<file path="src/rtl/ulpi_pkg.sv">
// Shared definitions for the ULPI register-port scheduler: state codes,
// PHY register addresses and the fixed init table.
package ulpi_pkg;

    localparam logic [2:0] ST_RESET      = 3'd0;
    localparam logic [2:0] ST_INIT_ISSUE = 3'd1;
    localparam logic [2:0] ST_ISSUE      = 3'd2;
    localparam logic [2:0] ST_WAIT       = 3'd3;
    localparam logic [2:0] ST_GAP        = 3'd4;
    localparam logic [2:0] ST_IDLE       = 3'd5;

    localparam logic [5:0] FUNC_CTRL = 6'h04;
    localparam logic [5:0] IFC_CTRL  = 6'h07;
    localparam logic [5:0] OTG_CTRL  = 6'h0A;

    localparam int INIT_LEN = 3;

    typedef struct packed {
        logic       rw;
        logic [5:0] addr;
        logic [7:0] wdata;
    } reg_op_t;

    function automatic logic [5:0] init_addr(input logic [1:0] idx);
        case (idx)
            2'd0:    return FUNC_CTRL;
            2'd1:    return IFC_CTRL;
            default: return OTG_CTRL;
        endcase
    endfunction

    function automatic logic [7:0] init_data(input logic [1:0] idx);
        return (idx == 2'd0) ? 8'h65 : 8'h00;
    endfunction

    // FUNC_CTRL reset bit self-clears, so it is excluded from readback.
    function automatic logic [7:0] init_mask(input logic [1:0] idx);
        return (idx == 2'd0) ? 8'h5F : 8'hFF;
    endfunction

endpackage

</file>
<file path="src/rtl/ulpi_reg_sched_if.sv">
// Bus bundles for the scheduler: wrapper register port and the two-client side.
interface ulpi_reg_if;
    logic       ULPI_READY;
    logic       ULPI_REG_EN;
    logic       ULPI_REG_RW;
    logic [5:0] ULPI_REG_ADDR;
    logic [7:0] ULPI_REG_WDATA;
    logic [7:0] ULPI_REG_RDATA;
    logic       ULPI_REG_DONE;
    logic       ULPI_REG_FAIL;

    modport master (
        input  ULPI_READY, ULPI_REG_RDATA, ULPI_REG_DONE, ULPI_REG_FAIL,
        output ULPI_REG_EN, ULPI_REG_RW, ULPI_REG_ADDR, ULPI_REG_WDATA
    );
    modport slave (
        output ULPI_READY, ULPI_REG_RDATA, ULPI_REG_DONE, ULPI_REG_FAIL,
        input  ULPI_REG_EN, ULPI_REG_RW, ULPI_REG_ADDR, ULPI_REG_WDATA
    );
endinterface

interface ulpi_client_if;
    logic [1:0]  C_REQ;
    logic [1:0]  C_RW;
    logic [11:0] C_ADDR;
    logic [15:0] C_WDATA;
    logic [1:0]  C_GNT;
    logic [1:0]  C_DONE;
    logic [1:0]  C_ERR;
    logic [7:0]  C_RDATA;
    logic        INIT_DONE;
    logic        INIT_ERR;
    logic        BUSY;

    modport master (
        output C_REQ, C_RW, C_ADDR, C_WDATA,
        input  C_GNT, C_DONE, C_ERR, C_RDATA, INIT_DONE, INIT_ERR, BUSY
    );
    modport slave (
        input  C_REQ, C_RW, C_ADDR, C_WDATA,
        output C_GNT, C_DONE, C_ERR, C_RDATA, INIT_DONE, INIT_ERR, BUSY
    );
endinterface

</file>
<file path="src/rtl/ulpi_reg_rr_arb.sv">
// Two-way round-robin picker; last_i=1 means client 1 was served most recently.
module ulpi_reg_rr_arb (
    input  logic [1:0] req_i,
    input  logic       last_i,
    output logic [1:0] gnt_o
);
    always_comb begin
        case (req_i)
            2'b01:   gnt_o = 2'b01;
            2'b10:   gnt_o = 2'b10;
            2'b11:   gnt_o = last_i ? 2'b01 : 2'b10;
            default: gnt_o = 2'b00;
        endcase
    end
endmodule

</file>
<file path="src/rtl/ulpi_reg_sched.sv">
// ULPI register-port scheduler: PHY init table after reset, then round-robin clients.
// Optional macro ULPI_REG_INIT_VERIFY_EN adds readback/compare of every init write.
module ulpi_reg_sched
    import ulpi_pkg::*;
#(
    parameter int TIMEOUT_CYC = 255,
    parameter int MAX_RETRY   = 3
) (
    input  logic         CLK_60M,
    input  logic         RST_A_USB,
    ulpi_reg_if.master   ulpi,
    ulpi_client_if.slave cl
);
    logic [2:0] state_q, state_d;
    logic [1:0] idx_q, idx_d, nidx;
    logic [2:0] retry_q, retry_d;
    logic [7:0] tmo_q, tmo_d;
    logic [1:0] gnt_q, gnt_d, pick;
    logic       last_q, last_d;
    reg_op_t    op_q, op_d;
    logic [1:0] done_q, done_d, err_q, err_d;
    logic [7:0] rdata_q, rdata_d;
    logic       init_done_q, init_done_d, init_err_q, init_err_d;
    logic       again_q, again_d;
    logic       busy_q;
    logic       att_ok, att_fail, load_init, in_init, port_quiet;
`ifdef ULPI_REG_INIT_VERIFY_EN
    logic       rd_ph_q, rd_ph_d;
`endif

    assign in_init    = ~init_done_q;
    assign port_quiet = ~ulpi.ULPI_REG_DONE & ~ulpi.ULPI_REG_FAIL & ulpi.ULPI_READY;

    ulpi_reg_rr_arb u_arb (
        .req_i  (cl.C_REQ),
        .last_i (last_q),
        .gnt_o  (pick)
    );

    always_comb begin
        state_d     = state_q;
        idx_d       = idx_q;
        retry_d     = retry_q;
        tmo_d       = tmo_q;
        gnt_d       = gnt_q;
        last_d      = last_q;
        op_d        = op_q;
        done_d      = 2'b00;
        err_d       = 2'b00;
        rdata_d     = rdata_q;
        init_done_d = init_done_q;
        init_err_d  = init_err_q;
        again_d     = again_q;
`ifdef ULPI_REG_INIT_VERIFY_EN
        rd_ph_d     = rd_ph_q;
`endif
        att_ok      = 1'b0;
        att_fail    = 1'b0;
        load_init   = 1'b0;
        nidx        = idx_q + 2'd1;

        case (state_q)
            ST_RESET: begin
                nidx      = 2'd0;
                load_init = 1'b1;
            end
            ST_INIT_ISSUE, ST_ISSUE: begin
                tmo_d   = 8'd0;
                state_d = ST_WAIT;
            end
            ST_WAIT: begin
                tmo_d = tmo_q + 8'd1;
                if (ulpi.ULPI_REG_DONE) begin
`ifdef ULPI_REG_INIT_VERIFY_EN
                    if (in_init && !rd_ph_q) begin
                        rd_ph_d   = 1'b1;
                        op_d.rw   = 1'b0;
                        again_d   = 1'b1;
                        state_d   = ST_GAP;
                    end else if (in_init && (((ulpi.ULPI_REG_RDATA ^ init_data(idx_q))
                                              & init_mask(idx_q)) != 8'h00)) begin
                        att_fail = 1'b1;
                    end else begin
                        att_ok = 1'b1;
                    end
`else
                    att_ok = 1'b1;
`endif
                end else if (ulpi.ULPI_REG_FAIL || tmo_q == 8'(TIMEOUT_CYC)) begin
                    att_fail = 1'b1;
                end
            end
            ST_GAP: begin
                if (port_quiet) begin
                    if (again_q)
                        state_d = in_init ? ST_INIT_ISSUE : ST_ISSUE;
                    else if (!in_init)
                        state_d = ST_IDLE;
                    else if (idx_q == 2'(INIT_LEN - 1)) begin
                        init_done_d = 1'b1;
                        state_d     = ST_IDLE;
                    end else
                        load_init = 1'b1;
                end
            end
            ST_IDLE: begin
                if (ulpi.ULPI_READY && (cl.C_REQ != 2'b00) && init_done_q) begin
                    gnt_d      = pick;
                    op_d.rw    = pick[1] ? cl.C_RW[1]       : cl.C_RW[0];
                    op_d.addr  = pick[1] ? cl.C_ADDR[11:6]  : cl.C_ADDR[5:0];
                    op_d.wdata = pick[1] ? cl.C_WDATA[15:8] : cl.C_WDATA[7:0];
                    retry_d    = 3'd0;
                    again_d    = 1'b0;
                    state_d    = ST_ISSUE;
                end
            end
            default: state_d = ST_RESET;
        endcase

        if (att_ok) begin
            again_d = 1'b0;
            state_d = ST_GAP;
            if (!in_init) begin
                done_d = gnt_q;
                gnt_d  = 2'b00;
                last_d = gnt_q[1];
                if (!op_q.rw)
                    rdata_d = ulpi.ULPI_REG_RDATA;
            end
        end

        if (att_fail) begin
            state_d = ST_GAP;
            if (retry_q < 3'(MAX_RETRY)) begin
                retry_d = retry_q + 3'd1;
                again_d = 1'b1;
`ifdef ULPI_REG_INIT_VERIFY_EN
                if (in_init) begin
                    rd_ph_d = 1'b0;
                    op_d.rw = 1'b1;
                end
`endif
            end else begin
                again_d = 1'b0;
                if (in_init)
                    init_err_d = 1'b1;
                else begin
                    err_d  = gnt_q;
                    gnt_d  = 2'b00;
                    last_d = gnt_q[1];
                end
            end
        end

        if (load_init) begin
            idx_d   = nidx;
            op_d    = '{rw: 1'b1, addr: init_addr(nidx), wdata: init_data(nidx)};
            retry_d = 3'd0;
            again_d = 1'b0;
            state_d = ST_INIT_ISSUE;
`ifdef ULPI_REG_INIT_VERIFY_EN
            rd_ph_d = 1'b0;
`endif
        end
    end

    always_ff @(posedge CLK_60M or posedge RST_A_USB) begin
        if (RST_A_USB) begin
            state_q     <= ST_RESET;
            idx_q       <= 2'd0;
            retry_q     <= 3'd0;
            tmo_q       <= 8'd0;
            gnt_q       <= 2'b00;
            last_q      <= 1'b1;
            op_q        <= '0;
            done_q      <= 2'b00;
            err_q       <= 2'b00;
            rdata_q     <= 8'h00;
            init_done_q <= 1'b0;
            init_err_q  <= 1'b0;
            again_q     <= 1'b0;
            busy_q      <= 1'b0;
`ifdef ULPI_REG_INIT_VERIFY_EN
            rd_ph_q     <= 1'b0;
`endif
        end else begin
            state_q     <= state_d;
            idx_q       <= idx_d;
            retry_q     <= retry_d;
            tmo_q       <= tmo_d;
            gnt_q       <= gnt_d;
            last_q      <= last_d;
            op_q        <= op_d;
            done_q      <= done_d;
            err_q       <= err_d;
            rdata_q     <= rdata_d;
            init_done_q <= init_done_d;
            init_err_q  <= init_err_d;
            again_q     <= again_d;
            busy_q      <= (state_d != ST_IDLE);
`ifdef ULPI_REG_INIT_VERIFY_EN
            rd_ph_q     <= rd_ph_d;
`endif
        end
    end

    assign ulpi.ULPI_REG_EN    = (state_q == ST_ISSUE) || (state_q == ST_INIT_ISSUE);
    assign ulpi.ULPI_REG_RW    = op_q.rw;
    assign ulpi.ULPI_REG_ADDR  = op_q.addr;
    assign ulpi.ULPI_REG_WDATA = op_q.wdata;

    assign cl.C_GNT     = gnt_q;
    assign cl.C_DONE    = done_q;
    assign cl.C_ERR     = err_q;
    assign cl.C_RDATA   = rdata_q;
    assign cl.INIT_DONE = init_done_q;
    assign cl.INIT_ERR  = init_err_q;
    assign cl.BUSY      = busy_q;

endmodule

</file>
<file path="src/flat_wrapper.sv">
// flat-port wrapper written by rule: the top's interface ports become plain ports
module ulpi_reg_sched_flat import ulpi_pkg::*;
#(
    parameter int TIMEOUT_CYC = 255,
    parameter int MAX_RETRY   = 3
)
  (CLK_60M, RST_A_USB, ulpi_ULPI_READY, ulpi_ULPI_REG_RDATA, ulpi_ULPI_REG_DONE, ulpi_ULPI_REG_FAIL, ulpi_ULPI_REG_EN, ulpi_ULPI_REG_RW, ulpi_ULPI_REG_ADDR, ulpi_ULPI_REG_WDATA, cl_C_REQ, cl_C_RW, cl_C_ADDR, cl_C_WDATA, cl_C_GNT, cl_C_DONE, cl_C_ERR, cl_C_RDATA, cl_INIT_DONE, cl_INIT_ERR, cl_BUSY);
  ulpi_reg_if ulpi_i ();
  ulpi_client_if cl_i ();
  input  logic CLK_60M;
  input  logic RST_A_USB;
  input wire logic [$bits(ulpi_i.ULPI_READY)-1:0] ulpi_ULPI_READY;
  input wire logic [$bits(ulpi_i.ULPI_REG_RDATA)-1:0] ulpi_ULPI_REG_RDATA;
  input wire logic [$bits(ulpi_i.ULPI_REG_DONE)-1:0] ulpi_ULPI_REG_DONE;
  input wire logic [$bits(ulpi_i.ULPI_REG_FAIL)-1:0] ulpi_ULPI_REG_FAIL;
  output wire logic [$bits(ulpi_i.ULPI_REG_EN)-1:0] ulpi_ULPI_REG_EN;
  output wire logic [$bits(ulpi_i.ULPI_REG_RW)-1:0] ulpi_ULPI_REG_RW;
  output wire logic [$bits(ulpi_i.ULPI_REG_ADDR)-1:0] ulpi_ULPI_REG_ADDR;
  output wire logic [$bits(ulpi_i.ULPI_REG_WDATA)-1:0] ulpi_ULPI_REG_WDATA;
  input wire logic [$bits(cl_i.C_REQ)-1:0] cl_C_REQ;
  input wire logic [$bits(cl_i.C_RW)-1:0] cl_C_RW;
  input wire logic [$bits(cl_i.C_ADDR)-1:0] cl_C_ADDR;
  input wire logic [$bits(cl_i.C_WDATA)-1:0] cl_C_WDATA;
  output wire logic [$bits(cl_i.C_GNT)-1:0] cl_C_GNT;
  output wire logic [$bits(cl_i.C_DONE)-1:0] cl_C_DONE;
  output wire logic [$bits(cl_i.C_ERR)-1:0] cl_C_ERR;
  output wire logic [$bits(cl_i.C_RDATA)-1:0] cl_C_RDATA;
  output wire logic [$bits(cl_i.INIT_DONE)-1:0] cl_INIT_DONE;
  output wire logic [$bits(cl_i.INIT_ERR)-1:0] cl_INIT_ERR;
  output wire logic [$bits(cl_i.BUSY)-1:0] cl_BUSY;
  assign ulpi_i.ULPI_READY = ulpi_ULPI_READY;
  assign ulpi_i.ULPI_REG_RDATA = ulpi_ULPI_REG_RDATA;
  assign ulpi_i.ULPI_REG_DONE = ulpi_ULPI_REG_DONE;
  assign ulpi_i.ULPI_REG_FAIL = ulpi_ULPI_REG_FAIL;
  assign ulpi_ULPI_REG_EN = ulpi_i.ULPI_REG_EN;
  assign ulpi_ULPI_REG_RW = ulpi_i.ULPI_REG_RW;
  assign ulpi_ULPI_REG_ADDR = ulpi_i.ULPI_REG_ADDR;
  assign ulpi_ULPI_REG_WDATA = ulpi_i.ULPI_REG_WDATA;
  assign cl_i.C_REQ = cl_C_REQ;
  assign cl_i.C_RW = cl_C_RW;
  assign cl_i.C_ADDR = cl_C_ADDR;
  assign cl_i.C_WDATA = cl_C_WDATA;
  assign cl_C_GNT = cl_i.C_GNT;
  assign cl_C_DONE = cl_i.C_DONE;
  assign cl_C_ERR = cl_i.C_ERR;
  assign cl_C_RDATA = cl_i.C_RDATA;
  assign cl_INIT_DONE = cl_i.INIT_DONE;
  assign cl_INIT_ERR = cl_i.INIT_ERR;
  assign cl_BUSY = cl_i.BUSY;
  ulpi_reg_sched #(.TIMEOUT_CYC(TIMEOUT_CYC), .MAX_RETRY(MAX_RETRY)) u_core (.CLK_60M(CLK_60M), .RST_A_USB(RST_A_USB), .ulpi(ulpi_i), .cl(cl_i));
endmodule
</file>
<file path="config.mk">
export PLATFORM = sky130hd
export DESIGN_NAME = ulpi_reg_sched_flat
export DESIGN_NICKNAME = d
export VERILOG_FILES = /design/src/rtl/ulpi_pkg.sv /design/src/rtl/ulpi_reg_sched_if.sv /design/src/rtl/ulpi_reg_rr_arb.sv /design/src/rtl/ulpi_reg_sched.sv /design/src/flat_wrapper.sv
export SDC_FILE = /design/constraint.sdc
export NUM_CORES = 1
export LEC_CHECK = 0
export ABC_CLOCK_PERIOD_IN_PS = 2100
export CAP_MARGIN = 20
export CORE_MARGIN = 2
export CORE_UTILIZATION = 42
export CTS_BUF_LIST = sky130_fd_sc_hd__clkbuf_4 sky130_fd_sc_hd__clkbuf_8 sky130_fd_sc_hd__clkbuf_16
export DETAILED_ROUTE_END_ITERATION = 10
export MAX_ROUTING_LAYER = met4
export PLACE_DENSITY = 0.75
export SKIP_LAST_GASP = 1
export SYNTH_ARGS = -nofsm -noshare
export SYNTH_HDL_FRONTEND = slang
export SYNTH_SLANG_ARGS = --single-unit
</file>
<file path="constraint.sdc">
create_clock -name CLK_60M -period 2.1 [get_ports CLK_60M]
set_clock_uncertainty 0.15 [all_clocks]
set_input_delay 0.525 -clock CLK_60M [delete_from_list [all_inputs] [get_ports CLK_60M]]
set_output_delay 0.525 -clock CLK_60M [all_outputs]
set_load 0.05 [all_outputs]
</file>
==> run metrics, run 1 <==
run status finished clean; main combinational cell family by area after synthesis simple AND/OR/NAND/NOR gates; Crit Reg-Reg Startpoint u_core.idx_q[0]; VDD IR max 743 uV; Worst EP arrival 2.08 ns; pre-CTS WS -0.319 ns; fin cells 414; worst-path cell chain inv_1 > ha_2 > or4_4 > o21a_1 > and3_1 > mux2_2; H-tree Lvls 2; ratio of final minimum period to clock period 97.7%; post-synth net total 282; WHS 0.349 ns; layout cell share with drive strength beyond 1 29.8%; final hold violation count 0; remaining routing DRC violations 0; Max Cap Viol 0; start point of the critical path u_core.idx_q[0]; area grow syn2layout 47.6%; row count 27; commonest non-fill, non-tap cells in the layout buf_4, dfrtp_1, clkdlybuf4s50_1; CP max-delay cell or4_4; Antenna Nets Post-Route 0; compound-cell area share of the yosys netlist 15.2%; hpwl dp 4540 um; simple-gate share of the synthesized area 17.1%; R2R Setup Slk 0.05 ns; largest net degree at the start of global routing 19; initial antenna violation count 0; Final WS setup 0.0489 ns; gr ovfl total 0; Min-Delay Path Class reg -> reg; multiplexer share of the synthesized area 9.96%; fraction of synthesis flops using an asynchronous set or reset pin 100%; yosys warns 0; CTS Sinks 50; cts bufs inserted 5; Die Height 80.2 um; startpoint types flip-flop; GPL Wtd Cong 0.809; Adder-Cell Fraction of Synth Area 1.54%; Clock transition at path regs 0.10 ns; Fill cells 476; most common cell after layout, fill and taps aside buf_4; Routed Wire Length 5830 um; number of global-route vias before repair 2,088; Hold Startpoint u_core.cl.INIT_ERR; minimum clock period after layout 2.05 ns; Crit path max-delay family simple AND/OR/NAND/NOR gates; Synth Flop Type dfrtp_1; first-pass GRT wire length 9280 um; vias 2,159; Initial Utilization 44.0%; number of enable flip-flop cells after synthesis 0; CP Buf/Inv Count 1; Design Area, Final 0.00360 mm2; Hold-fix buffers, CTS 0; Nets 389; IO Pins 78; fmax 488 MHz; xor/xnor share of the synthesized area 1.08%; CTS Buffer Depth 2; port buffer count 77; Core ar. 0.00554 mm2; Setup violations, final 0; Netlist Area Pre-Place 0.00244 mm2; WL/cell 14.1 um; die width 80.2 um; max-slew violation count 0; Initial DRC Count 109; Slew headroom 68.0%; CP required 2.13 ns; dpl cells 406; Least-Margin Pin Slew 0.476 ns; clk_lat worst skew 0.30 ns; number of diodes 0; Seq/Total Area, Yosys 51.4%; kind of critical path reg -> reg; Root Buffer clkbuf_8; Vias/cell 5.21; GRT Overall Usage 18.6%; syn_area_per_cell 10.4 um2; post-synthesis register bit count 50; iteration count of the initial detailed-routing pass 4; CTS tree yes; cell count after synthesis 234; Crit Path Max Fanout 3; Crit. End Element flip-flop; Netlist cell types 47; slowest stage delay, CP 0.57 ns; Pwr Total 4.36 mW; Pleak 1.65 nW; Placement Cell Area 0.00347 mm2; Pwr Density 1210 mW/mm2; die area 0.00643 mm2
==> worst reg2reg max path, stage by stage, from the launching register on <==
cell and delay, ns:
dfrtp_1 0.36, inv_1 0.06, ha_2 0.19, or4_4 0.57, o21a_1 0.21, and3_1 0.14, mux2_2 0.25
==> path summary, 6_finish.rpt <==
check                                          end  cells after the start
min reg2reg                     u_core.cl.INIT_ERR                      1
min in group asynchronous      u_core.cl.INIT_DONE                      2
min                             u_core.cl.INIT_ERR                      1
max reg2reg                      u_core.retry_q[1]                      6
max in group asynchronous  u_core.ulpi.ULPI_REG_RW                      3
max                              u_core.retry_q[1]                      6
==> cell type report <==
class | instances | area [um2] | share of cell area [%]
clock inverters | 2 | 12.5 | 0.348
repair buffers | 114 | 1010 | 28.2
inverters | 6 | 22.5 | 0.626
flip-flops and latches | 50 | 1250 | 34.9
clock buffers | 6 | 82.6 | 2.30
multi-input cells | 164 | 1120 | 31.2
well taps | 72 | 90.1 | 2.50
==> state kept, by name, summed over array words and instances, names as in the netlist, 2 cells and up <==
register / cells
u_core.retry_q: 3
u_core.cl.C_GNT: 2
u_core.ulpi.ULPI_REG_ADDR: 6
u_core.idx_q: 2
u_core.cl.C_ERR: 2
u_core.state_q: 3
u_core.cl.C_RDATA: 8
u_core.cl.C_DONE: 2
u_core.ulpi.ULPI_REG_WDATA: 8
u_core.tmo_q: 8
==> kinds of logic after synthesis <==
group | Yosys count
simple gates | 78
compound gates | 57
flops | 50
mux | 23
buf+inv | 20
xor+xnor | 3
fa+ha+maj | 3
==> routing by layer <==
metal  vias to the layer above  global-route usage [%]  share of wire (%)
li1                       1056                       -                  -
met1                      1030                    24.6                 44
met2                        68                    30.5                 50
met3                         5                    3.15                4.7
met4                         0                    3.90               0.55
met5                         -                       -                  0
==> repair_timing <==
item / in CTS / in global routing
setup buffers: 0 / 0
setup endpoints to repair: 1 / 8
resized for setup: 0 / 9
pin swaps: 1 / 1
hold endpoints to repair: 0 / 0
==> synth_stat cells, types with 5 or more instances <==
cell type | n | area, um2
nor2b_1 | 5 | 31.3
dfrtp_1 | 49 | 1230
nand2b_1 | 5 | 31.3
nand2_1 | 10 | 37.5
mux2_2 | 10 | 113
o21ai_0 | 18 | 90.1
a21oi_1 | 8 | 40.0
mux2i_1 | 13 | 130
a31oi_1 | 5 | 31.3
a211oi_1 | 5 | 37.5
nand3_1 | 11 | 55.1
nor2_1 | 21 | 78.8
nor3_1 | 6 | 30.0
buf_2 | 7 | 35.0
inv_1 | 6 | 22.5
clkbuf_1 | 5 | 18.8
==> stage by stage <==
| stage | utilization [%] | TNS [ns] |
|---|---|---|
| 2_1_floorplan | - | -0.0136 |
| 3_3_place_gp | 62.7 | -7.12 |
| 3_5_place_dp | 62.7 | -8.06 |
| 4_1_cts | 64.4 | 0 |
| 5_1_grt | 64.9 | -0.0234 |
| 6_report | 64.9 | 0 |
==> power breakdown <==
group	leakage, nW	switching [mW]	total [mW]	internal, mW
Sequential	0.637	0.222	1.46	1.24
Clock	0.0472	0.311	0.576	0.265
Combinational	0.969	1.41	2.32	0.902
Total	1.65	1.95	4.36	2.41
Power figures use the tool's default switching activity.
==> inputs of run 2 (changes only) <==
--- a/config.mk
+++ b/config.mk
@@ -12,8 +12,9 @@
 export CTS_BUF_LIST = sky130_fd_sc_hd__clkbuf_4 sky130_fd_sc_hd__clkbuf_8 sky130_fd_sc_hd__clkbuf_16
 export DETAILED_ROUTE_END_ITERATION = 10
 export MAX_ROUTING_LAYER = met4
-export PLACE_DENSITY = 0.75
+export PLACE_DENSITY = 0.74
 export SKIP_LAST_GASP = 1
 export SYNTH_ARGS = -nofsm -noshare
 export SYNTH_HDL_FRONTEND = slang
+export SYNTH_HIERARCHICAL = 1
 export SYNTH_SLANG_ARGS = --single-unit
==> run metrics, run 2 <==
remaining routing DRC violations 0; Initial Utilization 43.1%; Synth Flop Type dfrtp_1; crit path to u_core/ulpi.ULPI_REG_ADDR[1]; Nets 394; Crit path max-delay family simple AND/OR/NAND/NOR gates; Worst EP arrival 2.14 ns; Seq/Total Area, Yosys 49.7%; clk_lat worst skew 0.31 ns; CP Buf/Inv Count 1; Core ar. 0.00585 mm2; fmax 481 MHz; CP required 2.16 ns; commonest non-fill, non-tap cells in the layout buf_4, dfrtp_1, clkdlybuf4s50_1; worst-path cell chain clkdlybuf4s50_1 > or4b_4 > nor3_4 > a31oi_4 > a22o_1; number of enable flip-flop cells after synthesis 0; Initial DRC Count 82; startpoint types input port; Max Cap Viol 0; area grow syn2layout 49.9%; IO Pins 78; first-pass GRT wire length 9990 um; RSZ-0062 raised after global routing yes; Routed Wire Length 6340 um; Slew headroom 73.8%; cts bufs inserted 5; Setup violations, final 0; vias 2,283; area leader, netlist dfrtp_1; pre-CTS WS -0.395 ns; CTS Sinks 50; GPL Wtd Cong 0.853; initial antenna violation count 0; yosys warns 6; kind of critical path in -> reg; most common cell after layout, fill and taps aside buf_4; worst r2r path cells 6; post-CTS setup buffers 0; Min-Delay Path Class in -> async; Die Height 81.5 um; minimum clock period after layout 2.08 ns; dpl cells 414; layout cell share with drive strength beyond 1 30.8%; gr ovfl total 0; CTS Buffer Depth 2; number of diodes 0; Final WS setup 0.0198 ns; Antenna Nets Post-Route 0; post-synthesis register bit count 50; syn_area_per_cell 10.6 um2; fin cells 422; post-synth top area share 48.6%; post-synth net total 287; WP depth 5; Least-Margin Pin Slew 0.393 ns; start point of the critical path ulpi_ULPI_REG_FAIL; largest net degree at the start of global routing 22; row count 28; fraction of synthesis flops using an asynchronous set or reset pin 100%; Pwr Density 958 mW/mm2; iteration count of the initial detailed-routing pass 5; most frequent cell after synthesis dfrtp_1; top layer in use met4; run status finished clean; CP max-delay cell or4b_4; number of global-route vias before repair 2,216; Pleak 1.75 nW; H-tree Lvls 2; port buffer count 77; Fill cells 472; WHS 0.360 ns; R2R Setup Slk 0.15 ns; top cells by count, synth dfrtp_1, o21ai_0, nand2_1, nor2_1, mux2_2; WL/cell 15.0 um; VDD IR max 649 uV; Crit. End Element flip-flop; max-slew violation count 0; Synth area leaders dfrtp_1, mux2_2, o21ai_0; hpwl dp 4820 um; Crit Path Max Fanout 5; GRT Overall Usage 20.4%; CTS tree yes; die area 0.00664 mm2; met3 WL 334 um; final hold violation count 0; Worst R2R End u_core/retry_q[2]; slowest stage delay, CP 0.60 ns; Hold-fix buffers, CTS 0; Root Buffer clkbuf_8; met2 wire len 3160 um; Clock transition at path regs 0.10 ns; Crit Reg-Reg Startpoint u_core/tmo_q[0]; routed metal-1 wirelength 2720 um; Vias/cell 5.41; die width 81.5 um; Final Util 64.6%; cell count after synthesis 239; ratio of final minimum period to clock period 99.1%; Netlist cell types 55; Netlist Area Pre-Place 0.00252 mm2
run 2: cell types whose count changed in the layout (fill, tap and decap cells not counted), sizes merged, moves of 4 or more:
| cell | change |
|---|---|
| a2bb2oi | +4 |
| nor2 | -7 |
| o21ai | +5 |
| nand2 | +5 |
| o22a | -4 |
| a211oi | -4 |
| mux2 | +4 |
run 2: worst min path at each step:
stage                                  start                       endpoint  cells after the start
2_1_floorplan                u_core/tmo_q[3]                u_core/tmo_q[3]                      1
3_3_place_gp    u_core/ulpi.ULPI_REG_ADDR[0]   u_core/ulpi.ULPI_REG_ADDR[0]                      1
3_5_place_dp              u_core/cl.INIT_ERR             u_core/cl.INIT_ERR                      1
4_1_cts        u_core/ulpi.ULPI_REG_WDATA[1]  u_core/ulpi.ULPI_REG_WDATA[1]                      2
5_1_grt                            RST_A_USB             u_core/cl.C_GNT[0]                      2
6_report                           RST_A_USB             u_core/cl.INIT_ERR                      2
run 2: layout make-up:
cell class	count	area, um2	share of cell area [%]
Sequential cell	50	1250	33.2
Multi-Input combinational cell	172	1250	33.0
Timing Repair Buffer	111	1050	27.7
Tap cell	75	93.8	2.48
Clock buffer	5	68.8	1.82
Clock inverter	3	48.8	1.29
Inverter	6	22.5	0.596
run 2: metrics by stage:
step           TNS [ns]  total power, mW  cell area (um2)
6_report              0             3.62             3780
5_1_grt        -0.00597             3.83             3780
4_1_cts         -0.0269             3.61             3760
3_5_place_dp      -8.64             2.87             3620
3_3_place_gp      -7.65             2.83             3620
2_1_floorplan         0             2.19             2520
run 2: worst reg2reg max path: cells and delay by family (launching register included):
| kind | cells | cell delay [ns] |
|---|---|---|
| simple gates | 2 | 0.32 |
| buf+inv | 1 | 0.16 |
| compound gates | 2 | 0.60 |
| fa+ha+maj | 1 | 0.22 |
| flops | 1 | 0.40 |
run 2: report_power, final:
group / total [mW] / internal, mW / switching, mW
Sequential: 1.26 / 1.11 / 0.152
Clock: 0.706 / 0.363 / 0.343
Combinational: 1.65 / 0.720 / 0.932
Total: 3.62 / 2.20 / 1.43
run 2: logic make-up after synthesis:
| logic type | after synthesis | share of synthesized area, % |
|---|---|---|
| compound gates | 68 | 18.1 |
| xor+xnor | 2 | 0.695 |
| fa+ha+maj | 3 | 1.49 |
| buf+inv | 17 | 2.73 |
| flops | 50 | 49.7 |
| mux | 25 | 10.6 |
| simple gates | 74 | 16.7 |
run 2: layer usage:
layer  GRT usage (%)  up-vias
met5               -        -
met3            4.29       13
li1                -     1099
met2            33.3       78
met1            24.5     1093
met4            8.98        0
run 2: what timing repair did:
item	CTS	global route
hold endpoints to repair	0	0
pin swaps	0	3
gates resized for setup	4	7
endpoints found under the setup margin	15	15
